File: config.mk
export PLATFORM = sky130hd
export DESIGN_NAME = hbm_channel_tester
export DESIGN_NICKNAME = d
export VERILOG_FILES = /design/src/rtl/hbm_channel_tester.sv
export SDC_FILE = /design/constraint.sdc
export NUM_CORES = 1
export LEC_CHECK = 0
export CORE_AREA = 2 2 302 304
export DETAILED_ROUTE_END_ITERATION = 7
export DIE_AREA = 0 0 304 306
export MAX_ROUTING_LAYER = met4
export SKIP_CTS_REPAIR_TIMING = 1
export SYNTH_ARGS = -nofsm -noshare
export SYNTH_HDL_FRONTEND = slang
export SYNTH_SLANG_ARGS = --single-unit
File: constraint.sdc
create_clock -name aclk -period 3.3 [get_ports aclk]
set_input_delay 0.495 -clock aclk [delete_from_list [all_inputs] [get_ports aclk]]
set_output_delay 0.495 -clock aclk [all_outputs]
set_load 0.01 [all_outputs]
File: src/rtl/hbm_channel_tester.sv
// AXI3 HBM channel tester: writes an address-derived pattern over NUM_BURSTS
// 16-beat bursts, reads it back and counts response/data errors.
module hbm_channel_tester #(
    parameter logic [63:0] BASE_ADDR  = 64'h0,
    parameter int unsigned NUM_BURSTS = 1024
) (
    input  logic         aclk,
    input  logic         aresetn,
    input  logic         start,
    output logic         busy,
    output logic         done,
    output logic         pass,
    output logic [31:0]  err_count,
    output logic [63:0]  m_awaddr,
    output logic [3:0]   m_awlen,
    output logic [2:0]   m_awsize,
    output logic [1:0]   m_awburst,
    output logic [1:0]   m_awlock,
    output logic [3:0]   m_awcache,
    output logic [2:0]   m_awprot,
    output logic [3:0]   m_awqos,
    output logic         m_awvalid,
    input  logic         m_awready,
    output logic [255:0] m_wdata,
    output logic [31:0]  m_wstrb,
    output logic         m_wlast,
    output logic         m_wvalid,
    input  logic         m_wready,
    input  logic [1:0]   m_bresp,
    input  logic         m_bvalid,
    output logic         m_bready,
    output logic [63:0]  m_araddr,
    output logic [3:0]   m_arlen,
    output logic [2:0]   m_arsize,
    output logic [1:0]   m_arburst,
    output logic [1:0]   m_arlock,
    output logic [3:0]   m_arcache,
    output logic [2:0]   m_arprot,
    output logic [3:0]   m_arqos,
    output logic         m_arvalid,
    input  logic         m_arready,
    input  logic [255:0] m_rdata,
    input  logic [1:0]   m_rresp,
    input  logic         m_rlast,
    input  logic         m_rvalid,
    output logic         m_rready
);

    localparam logic [15:0] LAST_N = 16'(NUM_BURSTS - 1);

    typedef enum logic [2:0] {
        S_IDLE = 3'd0,
        S_AW   = 3'd1,
        S_W    = 3'd2,
        S_B    = 3'd3,
        S_AR   = 3'd4,
        S_R    = 3'd5,
        S_DONE = 3'd6
    } state_t;

    function automatic logic [63:0] f_beat_addr(input logic [15:0] n, input logic [3:0] k);
        return BASE_ADDR + 64'(n) * 64'd512 + 64'(k) * 64'd32;
    endfunction

    function automatic logic [255:0] f_beat_data(input logic [63:0] addr);
        logic [255:0] d;
        d = 256'd0;
        for (int i = 0; i < 8; i++) begin
            d[32*i +: 32] = addr[31:0] + 32'(i);
        end
        return d;
    endfunction

    function automatic logic [31:0] f_sat_inc(input logic [31:0] v);
        return (v == 32'hFFFF_FFFF) ? v : v + 32'd1;
    endfunction

    state_t         r_state, w_state_nx;
    logic [15:0]    r_n, w_n_nx;
    logic [3:0]     r_beat, w_beat_nx;
    logic [31:0]    r_err, w_err_nx;
    logic           r_busy, w_busy_nx;
    logic           r_done, w_done_nx;
    logic           r_pass, w_pass_nx;
    logic           r_awvalid, w_awvalid_nx;
    logic [63:0]    r_awaddr, w_awaddr_nx;
    logic           r_wvalid, w_wvalid_nx;
    logic           r_wlast, w_wlast_nx;
    logic [255:0]   r_wdata, w_wdata_nx;
    logic           r_bready, w_bready_nx;
    logic           r_arvalid, w_arvalid_nx;
    logic [63:0]    r_araddr, w_araddr_nx;
    logic           r_rready, w_rready_nx;
    logic [255:0]   w_exp_rdata;
    logic           w_beat_bad;

    assign w_exp_rdata = f_beat_data(f_beat_addr(r_n, r_beat));
    // rlast must coincide with beat 15; any deviation costs one error for this beat
    assign w_beat_bad  = (m_rresp != 2'b00) || (m_rdata != w_exp_rdata) ||
                         (m_rlast != (r_beat == 4'd15));

    // Next-state and next-output decode
    always_comb begin
        w_state_nx   = r_state;
        w_n_nx       = r_n;
        w_beat_nx    = r_beat;
        w_err_nx     = r_err;
        w_busy_nx    = r_busy;
        w_done_nx    = r_done;
        w_pass_nx    = r_pass;
        w_awvalid_nx = r_awvalid;
        w_awaddr_nx  = r_awaddr;
        w_wvalid_nx  = r_wvalid;
        w_wlast_nx   = r_wlast;
        w_wdata_nx   = r_wdata;
        w_bready_nx  = r_bready;
        w_arvalid_nx = r_arvalid;
        w_araddr_nx  = r_araddr;
        w_rready_nx  = r_rready;
        case (r_state)
            S_IDLE: begin
                if (start) begin
                    w_state_nx   = S_AW;
                    w_n_nx       = 16'd0;
                    w_beat_nx    = 4'd0;
                    w_err_nx     = 32'd0;
                    w_busy_nx    = 1'b1;
                    w_pass_nx    = 1'b0;
                    w_awvalid_nx = 1'b1;
                    w_awaddr_nx  = f_beat_addr(16'd0, 4'd0);
                end else begin
                    w_state_nx = S_IDLE;
                end
            end
            S_AW: begin
                if (m_awready) begin
                    w_state_nx   = S_W;
                    w_awvalid_nx = 1'b0;
                    w_wvalid_nx  = 1'b1;
                    w_wlast_nx   = 1'b0;
                    w_beat_nx    = 4'd0;
                    w_wdata_nx   = f_beat_data(f_beat_addr(r_n, 4'd0));
                end else begin
                    w_state_nx = S_AW;
                end
            end
            S_W: begin
                if (r_wvalid && m_wready) begin
                    if (r_beat == 4'd15) begin
                        w_state_nx  = S_B;
                        w_wvalid_nx = 1'b0;
                        w_wlast_nx  = 1'b0;
                        w_bready_nx = 1'b1;
                    end else begin
                        w_beat_nx  = r_beat + 4'd1;
                        w_wdata_nx = f_beat_data(f_beat_addr(r_n, r_beat + 4'd1));
                        w_wlast_nx = (r_beat == 4'd14);
                    end
                end else begin
                    w_state_nx = S_W;
                end
            end
            S_B: begin
                if (m_bvalid) begin
                    w_bready_nx = 1'b0;
                    if (m_bresp != 2'b00) begin
                        w_err_nx = f_sat_inc(r_err);
                    end else begin
                        w_err_nx = r_err;
                    end
                    if (r_n == LAST_N) begin
                        w_state_nx   = S_AR;
                        w_n_nx       = 16'd0;
                        w_arvalid_nx = 1'b1;
                        w_araddr_nx  = f_beat_addr(16'd0, 4'd0);
                    end else begin
                        w_state_nx   = S_AW;
                        w_n_nx       = r_n + 16'd1;
                        w_awvalid_nx = 1'b1;
                        w_awaddr_nx  = f_beat_addr(r_n + 16'd1, 4'd0);
                    end
                end else begin
                    w_state_nx = S_B;
                end
            end
            S_AR: begin
                if (m_arready) begin
                    w_state_nx   = S_R;
                    w_arvalid_nx = 1'b0;
                    w_rready_nx  = 1'b1;
                    w_beat_nx    = 4'd0;
                end else begin
                    w_state_nx = S_AR;
                end
            end
            S_R: begin
                if (m_rvalid) begin
                    if (w_beat_bad) begin
                        w_err_nx = f_sat_inc(r_err);
                    end else begin
                        w_err_nx = r_err;
                    end
                    // The slave's rlast, not our beat count, delimits the burst
                    if (m_rlast) begin
                        w_rready_nx = 1'b0;
                        if (r_n == LAST_N) begin
                            w_state_nx = S_DONE;
                            w_busy_nx  = 1'b0;
                            w_done_nx  = 1'b1;
                            w_pass_nx  = (w_err_nx == 32'd0);
                        end else begin
                            w_state_nx   = S_AR;
                            w_n_nx       = r_n + 16'd1;
                            w_arvalid_nx = 1'b1;
                            w_araddr_nx  = f_beat_addr(r_n + 16'd1, 4'd0);
                        end
                    end else if (r_beat != 4'd15) begin
                        w_beat_nx = r_beat + 4'd1;
                    end else begin
                        w_beat_nx = r_beat;
                    end
                end else begin
                    w_state_nx = S_R;
                end
            end
            S_DONE: begin
                if (!start) begin
                    w_state_nx = S_IDLE;
                    w_done_nx  = 1'b0;
                    w_pass_nx  = 1'b0;
                end else begin
                    w_state_nx = S_DONE;
                end
            end
            default: begin
                w_state_nx   = S_IDLE;
                w_busy_nx    = 1'b0;
                w_done_nx    = 1'b0;
                w_pass_nx    = 1'b0;
                w_awvalid_nx = 1'b0;
                w_wvalid_nx  = 1'b0;
                w_bready_nx  = 1'b0;
                w_arvalid_nx = 1'b0;
                w_rready_nx  = 1'b0;
            end
        endcase
    end

    // State and output registers
    always_ff @(posedge aclk or negedge aresetn) begin
        if (!aresetn) begin
            r_state   <= S_IDLE;
            r_n       <= 16'd0;
            r_beat    <= 4'd0;
            r_err     <= 32'd0;
            r_busy    <= 1'b0;
            r_done    <= 1'b0;
            r_pass    <= 1'b0;
            r_awvalid <= 1'b0;
            r_awaddr  <= 64'd0;
            r_wvalid  <= 1'b0;
            r_wlast   <= 1'b0;
            r_wdata   <= 256'd0;
            r_bready  <= 1'b0;
            r_arvalid <= 1'b0;
            r_araddr  <= 64'd0;
            r_rready  <= 1'b0;
        end else begin
            r_state   <= w_state_nx;
            r_n       <= w_n_nx;
            r_beat    <= w_beat_nx;
            r_err     <= w_err_nx;
            r_busy    <= w_busy_nx;
            r_done    <= w_done_nx;
            r_pass    <= w_pass_nx;
            r_awvalid <= w_awvalid_nx;
            r_awaddr  <= w_awaddr_nx;
            r_wvalid  <= w_wvalid_nx;
            r_wlast   <= w_wlast_nx;
            r_wdata   <= w_wdata_nx;
            r_bready  <= w_bready_nx;
            r_arvalid <= w_arvalid_nx;
            r_araddr  <= w_araddr_nx;
            r_rready  <= w_rready_nx;
        end
    end

    assign busy      = r_busy;
    assign done      = r_done;
    assign pass      = r_pass;
    assign err_count = r_err;
    assign m_awaddr  = r_awaddr;
    assign m_awvalid = r_awvalid;
    assign m_wdata   = r_wdata;
    assign m_wstrb   = 32'hFFFF_FFFF;
    assign m_wlast   = r_wlast;
    assign m_wvalid  = r_wvalid;
    assign m_bready  = r_bready;
    assign m_araddr  = r_araddr;
    assign m_arvalid = r_arvalid;
    assign m_rready  = r_rready;

    // Fixed INCR bursts of 32-byte beats, normal access
    assign m_awlen   = 4'hF;
    assign m_awsize  = 3'b101;
    assign m_awburst = 2'b01;
    assign m_awlock  = 2'b00;
    assign m_awcache = 4'h0;
    assign m_awprot  = 3'b000;
    assign m_awqos   = 4'h0;
    assign m_arlen   = 4'hF;
    assign m_arsize  = 3'b101;
    assign m_arburst = 2'b01;
    assign m_arlock  = 2'b00;
    assign m_arcache = 4'h0;
    assign m_arprot  = 3'b000;
    assign m_arqos   = 4'h0;

endmodule

* Yosys cells after proc, flatten, opt, wreduce, memory -nomap -nowiden *
Index checks and enable logic that the tools add are counted.

storage, ports and cells
  flip-flop bits (word level) = 448
  input port bits = 269
  output and inout port bits = 501
  word-level logic and storage cells = 207

operators by class
  add/subtract/negate cells = 26
  eq/ne operators = 32
  mux-type cells = 89
  bitwise gates (word level) = 8
  reductions and logical operators = 36

operators by type and width
  operator                                       count
  two-way mux 256 bit                            3
  case mux 256 bit (2 select lines)              1
  two-way mux 64 bit                             7
  two-way mux 32 bit                             8
  inequality test 256 x 251 -> 1 bit             1
  case mux 64 bit (2 select lines)               2
  adder 26 x 3 -> 27 bit, second input constant  8
  adder 26 x 2 -> 27 bit, second input constant  4
  adder 25 x 3 -> 26 bit, second input constant  4
  two-way mux 16 bit                             6
  case mux 32 bit (3 select lines)               1
  adder 26 x 1 -> 27 bit, second input constant  2
  adder 25 x 2 -> 26 bit, second input constant  2
  adder 25 x 9 -> 26 bit                         2
  case mux 16 bit (3 select lines)               1
  inequality test 2 bit, second input constant   17
  adder 32 x 1 -> 32 bit, second input constant  1
  == test 32 bit, second input constant          1
  zero test 32 bit                               1
  two-way mux 1 bit                              32
  two-way mux 4 bit                              8
  adder 25 x 1 -> 26 bit, second input constant  1
  OR reduction 5 bit                             5
  two-way mux 3 bit                              7
  31 further kinds                               66

* Depth between registers and ports, before layout *
  depth after elaboration = 13
  gate-level depth with buffers = 12
  gate-level depth less buffers = 10

* Least setup slack after synthesis *
No wires, ideal clock.

  path type = input-to-reg
  from = input port m_rdata[6]
  to = register r_pass, in the netlist pass
  setup time = 0.092 ns
  arrival time = 3.163 ns
  required time = 3.208 ns
  slack = 0.045 ns
  cell stages on the path = 9
  buffers on the path = 0
  cell sequence = or4_1 a222oi_1 nand4_1 or4_4 nor4_4 and2_4 mux2_2 a211o_1 o31ai_2

between the ends
  cells in the longest elaborated chain, start to end = 11

RTL lines
  element                             RTL line  source
  start: declaration                  42        input logic [255:0] m_rdata,
  inequality test 256 x 251 -> 1 bit  99        assign w_beat_bad = (m_rresp != 2'b00) || (m_rdata != w_exp_rdata) ||
  logical OR 1 bit (2 in series)      99
  two-way mux 32 bit                  198       if (w_beat_bad) begin
  two-way mux 32 bit                  197       if (m_rvalid) begin
  two-way mux 32 bit                  120       case (r_state)
  zero test 32 bit                    210       w_pass_nx = (w_err_nx == 32'd0);
  two-way mux 1 bit                   206       if (r_n == LAST_N) begin
  two-way mux 1 bit                   204       if (m_rlast) begin
  two-way mux 1 bit                   197
  case mux 1 bit (4 select lines)     120
  end signal: assignment              275       r_pass <= w_pass_nx;
  end: declaration                    84        logic r_pass, w_pass_nx;

Every way passes these cells. The select of a mux whose other input is x is not followed.
A chain may end at the register's enable or synchronous reset.

* Worst setup path after layout *
  from = input port m_rdata[8]
  to = register r_err[30], in the netlist err_count[30]

between the ends
  cells in the longest elaborated chain, start to end = 8

RTL lines
  element                             RTL line  source
  inequality test 256 x 251 -> 1 bit  99
  logical OR 1 bit (2 in series)      99
  two-way mux 32 bit                  198
  two-way mux 32 bit                  197
  two-way mux 32 bit                  120
  two-way mux 32 bit                  197
  case mux 32 bit (3 select lines)    120
  end signal: assignment              272       r_err <= w_err_nx;
  end: declaration                    81        logic [31:0] r_err, w_err_nx;

Every way passes these cells. The select of a mux whose other input is x is not followed.

==> results_tabular.tex <==
\begin{tabular}{lr}
\hline
Metric & Value \\
\hline
\multicolumn{2}{l}{\textbf{CTS}} \\
Clock tree root buffer cell & sky130\_fd\_sc\_hd\_\_clkbuf\_16 \\
TritonCTS buffer count & 17 \\
Deepest clock path buffer count & 2 \\
TritonCTS clock tree & built \\
Clock Latency Late Sink & 470 ps \\
Clock Sink Count & 117 \\
CTS H-tree lvls & 4 \\
Post-CTS clock slew at the launch and capture registers of the worst setup and hold paths & 60 ps \\
\multicolumn{2}{l}{\textbf{Pwr}} \\
Proportion of power drawn by the clock network & 29.3\% \\
Part of the total power dissipated in combinational logic & 45.4\% \\
Static Leak & 7.53 nW \\
Internal power component & 0.00418 W \\
Total power per unit cell area & 377 nW/um2 \\
Net switching fraction of the power & 39.2\% \\
Net Switching & 0.00270 W \\
Tot Pwr & 0.00688 W \\
Peak supply drop & 0.212 mV \\
Sequential cell fraction of total power & 25.3\% \\
\multicolumn{2}{l}{\textbf{Detailed routing}} \\
Total Routed Length & 65100 um \\
Drt via density & 3.72 \\
Remaining number of nets flagged by the antenna check after routing & 0 \\
Routed wire per std cell & 20.8 um \\
DRC & 0 \\
Detailed Routing Iterations Pass 1 & 5 \\
Number of vias after detailed routing & 11669 \\
First DRT Iteration DRCs & 769 \\
\multicolumn{2}{l}{\textbf{STA}} \\
Unrepaired setup endpoints after global routing & yes \\
Count of final setup violators & 29 \\
Part of the cycle the worst path needs & 107\% \\
Setup slack after layout & -236 ps \\
Transition time of the tightest slew-check pin & 738 ps \\
Final max-slew violation count & 0 \\
Min Clock Period, post-route & 3540 ps \\
Number of hold-slack violations in the final timing report & 0 \\
Clock Skew & 15.7 ps \\
Accumulated negative setup slack & -4130 ps \\
Headroom to the max-slew limit & 50.4\% \\
Max Fclk & 283 MHz \\
\multicolumn{2}{l}{\textbf{Synth}} \\
Synth cell types & 75 \\
Total of warnings raised by yosys & 0 \\
Number of enable-type register cells in the synthesized netlist & 0 \\
Mean area per synthesized cell & 7.97 um2 \\
Flip-flop and latch count after synthesis & 117 \\
Fraction of synthesized cell area taken by the top area cell type & 26.8\% \\
Synth area leaders & sky130\_fd\_sc\_hd\_\_buf\_4 (27\%), sky130\_fd\_sc\_hd\_\_dfrtp\_1 (26\%), sky130\_fd\_sc\_hd\_\_xnor2\_1 (4.1\%) \\
Ys flop type & sky130\_fd\_sc\_hd\_\_dfrtp\_1 \\
Count of mapped cells out of synthesis & 1433 \\
Sequential cell area fraction in the yosys report & 25.6\% \\
Post-Synthesis Cell Area & 11400 um2 \\
Post-synthesis cell type with the largest combined area & sky130\_fd\_sc\_hd\_\_buf\_4 \\
Proportion of register bits with asynchronous set or reset after synthesis & 100\% \\
\multicolumn{2}{l}{\textbf{Critical path}} \\
R2R Path Start & r\_n[3] \\
Largest fanout of any net on the critical path & 10 \\
Type of destination of the critical path & flip-flop \\
Critical Path Source & m\_rdata[8] \\
Required time at the worst-slack endpoint & 3650 ps \\
Critical register-to-register path endpoint & err\_count[30] \\
Number of cells on the worst reg-to-reg path & 13 \\
Classification of the worst setup path & primary input to flip-flop \\
Register-to-register path setup slack & -180 ps \\
Setup crit start kind & primary input \\
CP Data Arrival Time & 3880 ps \\
\multicolumn{2}{l}{\textbf{Finish}} \\
Final-stage net count & 2205 \\
Layout cells sized above 1 & 15.7\% \\
Final non-filler cell area & 18300 um2 \\
Share of the core filled with cells in the final layout & 20.4\% \\
Layout area overhead & 60.1\% \\
\multicolumn{2}{l}{\textbf{Die}} \\
Row Count & 110 \\
Floorplan core area & 89600 um2 \\
Total Die Area & 93000 um2 \\
Initial Utilization & 12.7\% \\
Width of the chip & 304 um \\
Top-level I/O count & 770 \\
Die Ht & 306 um \\
\multicolumn{2}{l}{\textbf{Outcome}} \\
Violated checks & negative setup slack \\
Result of the run & finished with violations \\
\multicolumn{2}{l}{\textbf{GRT}} \\
Pin count of the biggest net entering global routing & 47 \\
Vias in the first global route & 11085 \\
Total congestion overflow after global routing & 0 \\
Number of antenna violations at the first check in global routing & 16 \\
Tot GR Track Use & 13.7\% \\
First-pass GRT wire length & 87500 um \\
\multicolumn{2}{l}{\textbf{Worst hold path}} \\
Worst hold path class & primary input to async pin \\
\multicolumn{2}{l}{\textbf{Place}} \\
Weighted congestion at the end of routability-driven global placement & 0.915 \\
DP Wirelength & 54900 um \\
Total placed instance area & 17100 um2 \\
Port bufs & 513 \\
\multicolumn{2}{l}{\textbf{Flow run}} \\
Max capacitance violation total & 0 \\
\hline
\end{tabular}
## cell families (layout without fill, tap and decap cells)
| kind of cell | after synthesis | after routing | synth area share [%] |
|---|---|---|---|
| AOI/OAI and AO/OA | 272 | 272 | 15.8 |
| buffers and inverters | 512 | 770 | 30.6 |
| DFF | 117 | 117 | 25.6 |
| and+or+nand+nor | 435 | 435 | 20.0 |
| adders and majority gates | 4 | 4 | 0.438 |
| xor gates and xnor gates | 70 | 70 | 5.37 |
| other | 2 | 269 | 0.0658 |
| muxes | 21 | 21 | 2.05 |
## cell type report
class                   instances  area [um2]
clock buffers                  20         447
well taps                    1176        1470
multi-input cells            1058        6340
diodes                         13        32.5
clock inverters                12         153
flip-flops and latches        117        2930
inverters                      39         146
fillers                      9950       71300
repair buffers                699        6760
## cells in the mapped netlist, types with 3 or more instances
master and number:
sky130_fd_sc_hd__a21oi_1 41, sky130_fd_sc_hd__a221oi_1 5, sky130_fd_sc_hd__a31o_2 6, sky130_fd_sc_hd__xnor2_1 53, sky130_fd_sc_hd__clkbuf_1 45, sky130_fd_sc_hd__buf_2 13, sky130_fd_sc_hd__xor2_1 17, sky130_fd_sc_hd__and4_1 6
sky130_fd_sc_hd__a31oi_1 12, sky130_fd_sc_hd__nor2b_1 11, sky130_fd_sc_hd__o31ai_1 17, sky130_fd_sc_hd__nor3b_1 4, sky130_fd_sc_hd__o221ai_1 5, sky130_fd_sc_hd__o21ai_1 6, sky130_fd_sc_hd__nand3_1 47, sky130_fd_sc_hd__o22ai_1 19
sky130_fd_sc_hd__or3_1 17, sky130_fd_sc_hd__and3_1 23, sky130_fd_sc_hd__nor2_1 67, sky130_fd_sc_hd__and2_1 4, sky130_fd_sc_hd__a22o_1 7, sky130_fd_sc_hd__o211ai_1 3, sky130_fd_sc_hd__o2bb2ai_1 6, sky130_fd_sc_hd__or4_1 9
sky130_fd_sc_hd__nor3_1 34, sky130_fd_sc_hd__mux2_2 19, sky130_fd_sc_hd__dfrtp_1 117, sky130_fd_sc_hd__a21boi_0 7, sky130_fd_sc_hd__o41ai_1 3, sky130_fd_sc_hd__a2111oi_0 9, sky130_fd_sc_hd__nor4_1 33, sky130_fd_sc_hd__nor4b_1 7
sky130_fd_sc_hd__nand4b_1 4, sky130_fd_sc_hd__buf_4 408, sky130_fd_sc_hd__or2_2 5, sky130_fd_sc_hd__ha_1 4, sky130_fd_sc_hd__a21o_1 12, sky130_fd_sc_hd__nand2b_1 20, sky130_fd_sc_hd__inv_1 39, sky130_fd_sc_hd__o21ai_0 76
sky130_fd_sc_hd__nand4_1 29, sky130_fd_sc_hd__buf_1 4, sky130_fd_sc_hd__nand2_1 107, sky130_fd_sc_hd__o2111ai_1 10, sky130_fd_sc_hd__o21a_1 3
## registers in the layout, summed over array words and instances, names as in the netlist
| name | count |
|---|---|
| err_count | 32 |
| m_wdata | 21 |
| m_araddr | 16 |
| m_awaddr | 16 |
| r_n | 16 |
| r_beat | 4 |
| r_state | 3 |
| busy | 1 |
| done | 1 |
| m_arvalid | 1 |
| m_awvalid | 1 |
| m_bready | 1 |
| m_rready | 1 |
| m_wlast | 1 |
| m_wvalid | 1 |
| pass | 1 |
## through the flow
stage	std cells	hold WS, ps	worst slack [ps]
6_report	3134	69.6	-236
5_1_grt	3130	84.4	-312
4_1_cts	3111	27.6	-738
3_5_place_dp	3079	472	-1100
3_3_place_gp	3079	463	-1050
2_1_floorplan	1687	199	45.1
## power groups by stage
stage,sequential [W],combinational (W),clock (W)
floorplan,0.00173,0.00169,0
global placement,0.00176,0.00306,0
detailed placement,0.00177,0.00306,0
CTS,0.00174,0.00307,0.00213
global route,0.00177,0.00339,0.00216
finish,0.00174,0.00312,0.00202
## per-layer routing
metal	wire length, um	vias to the layer above	share of wire, %	track usage (%)
met4	2090	0	3.2	5.03
met1	26800	5636	41	15.9
li1	-	5396	-	-
met5	0	-	0	-
met2	32000	561	49	22.9
met3	4280	76	6.6	3.55
## worst max-delay path by stage
stage | endpoint | cells past startpoint
after floorplan | pass | 9
after global placement | pass | 12
after detailed placement | pass | 12
after CTS | pass | 13
after global routing | pass | 11
final | err_count[30] | 13
## layout by cell type, fill, tap and decap left out, types with 12 or more instances in the layout
master / netlist / final
sky130_fd_sc_hd__clkdlybuf4s50_1: 0 / 496
sky130_fd_sc_hd__conb_1: 2 / 256
sky130_fd_sc_hd__buf_4: 408 / 163
sky130_fd_sc_hd__dfrtp_1: 117 / 113
sky130_fd_sc_hd__nand2_1: 107 / 107
sky130_fd_sc_hd__o21ai_0: 76 / 71
sky130_fd_sc_hd__nor2_1: 67 / 66
sky130_fd_sc_hd__nand3_1: 47 / 47
sky130_fd_sc_hd__xnor2_1: 53 / 42
sky130_fd_sc_hd__inv_1: 39 / 39
sky130_fd_sc_hd__a21oi_1: 41 / 38
sky130_fd_sc_hd__nor3_1: 34 / 32
sky130_fd_sc_hd__nand4_1: 29 / 29
sky130_fd_sc_hd__nor4_1: 33 / 28
sky130_fd_sc_hd__and3_1: 23 / 22
sky130_fd_sc_hd__nand2b_1: 20 / 20
sky130_fd_sc_hd__o22ai_1: 19 / 18
sky130_fd_sc_hd__mux2_2: 19 / 18
sky130_fd_sc_hd__xor2_1: 17 / 17
sky130_fd_sc_hd__o31ai_1: 17 / 17
sky130_fd_sc_hd__clkbuf_16: 0 / 17
sky130_fd_sc_hd__or3_1: 17 / 16
sky130_fd_sc_hd__dlymetal6s2s_1: 0 / 16
sky130_fd_sc_hd__diode_2: 0 / 13
sky130_fd_sc_hd__a21o_1: 12 / 12
sky130_fd_sc_hd__a31oi_1: 12 / 12
sky130_fd_sc_hd__buf_12: 0 / 12
## worst max-delay path, cell delays in order
cell,delay (ps)
sky130_fd_sc_hd__clkdlybuf4s50_1,540
sky130_fd_sc_hd__nor2_2,190
sky130_fd_sc_hd__o2111ai_2,130
sky130_fd_sc_hd__or4_4,550
sky130_fd_sc_hd__or4_4,560
sky130_fd_sc_hd__nor4_4,320
sky130_fd_sc_hd__buf_6,170
sky130_fd_sc_hd__buf_4,130
sky130_fd_sc_hd__a21oi_4,70
sky130_fd_sc_hd__o21ai_4,210
sky130_fd_sc_hd__buf_6,180
sky130_fd_sc_hd__nor2_1,50
sky130_fd_sc_hd__mux2_2,260
Note: power is estimated with default switching activity, not from simulation.
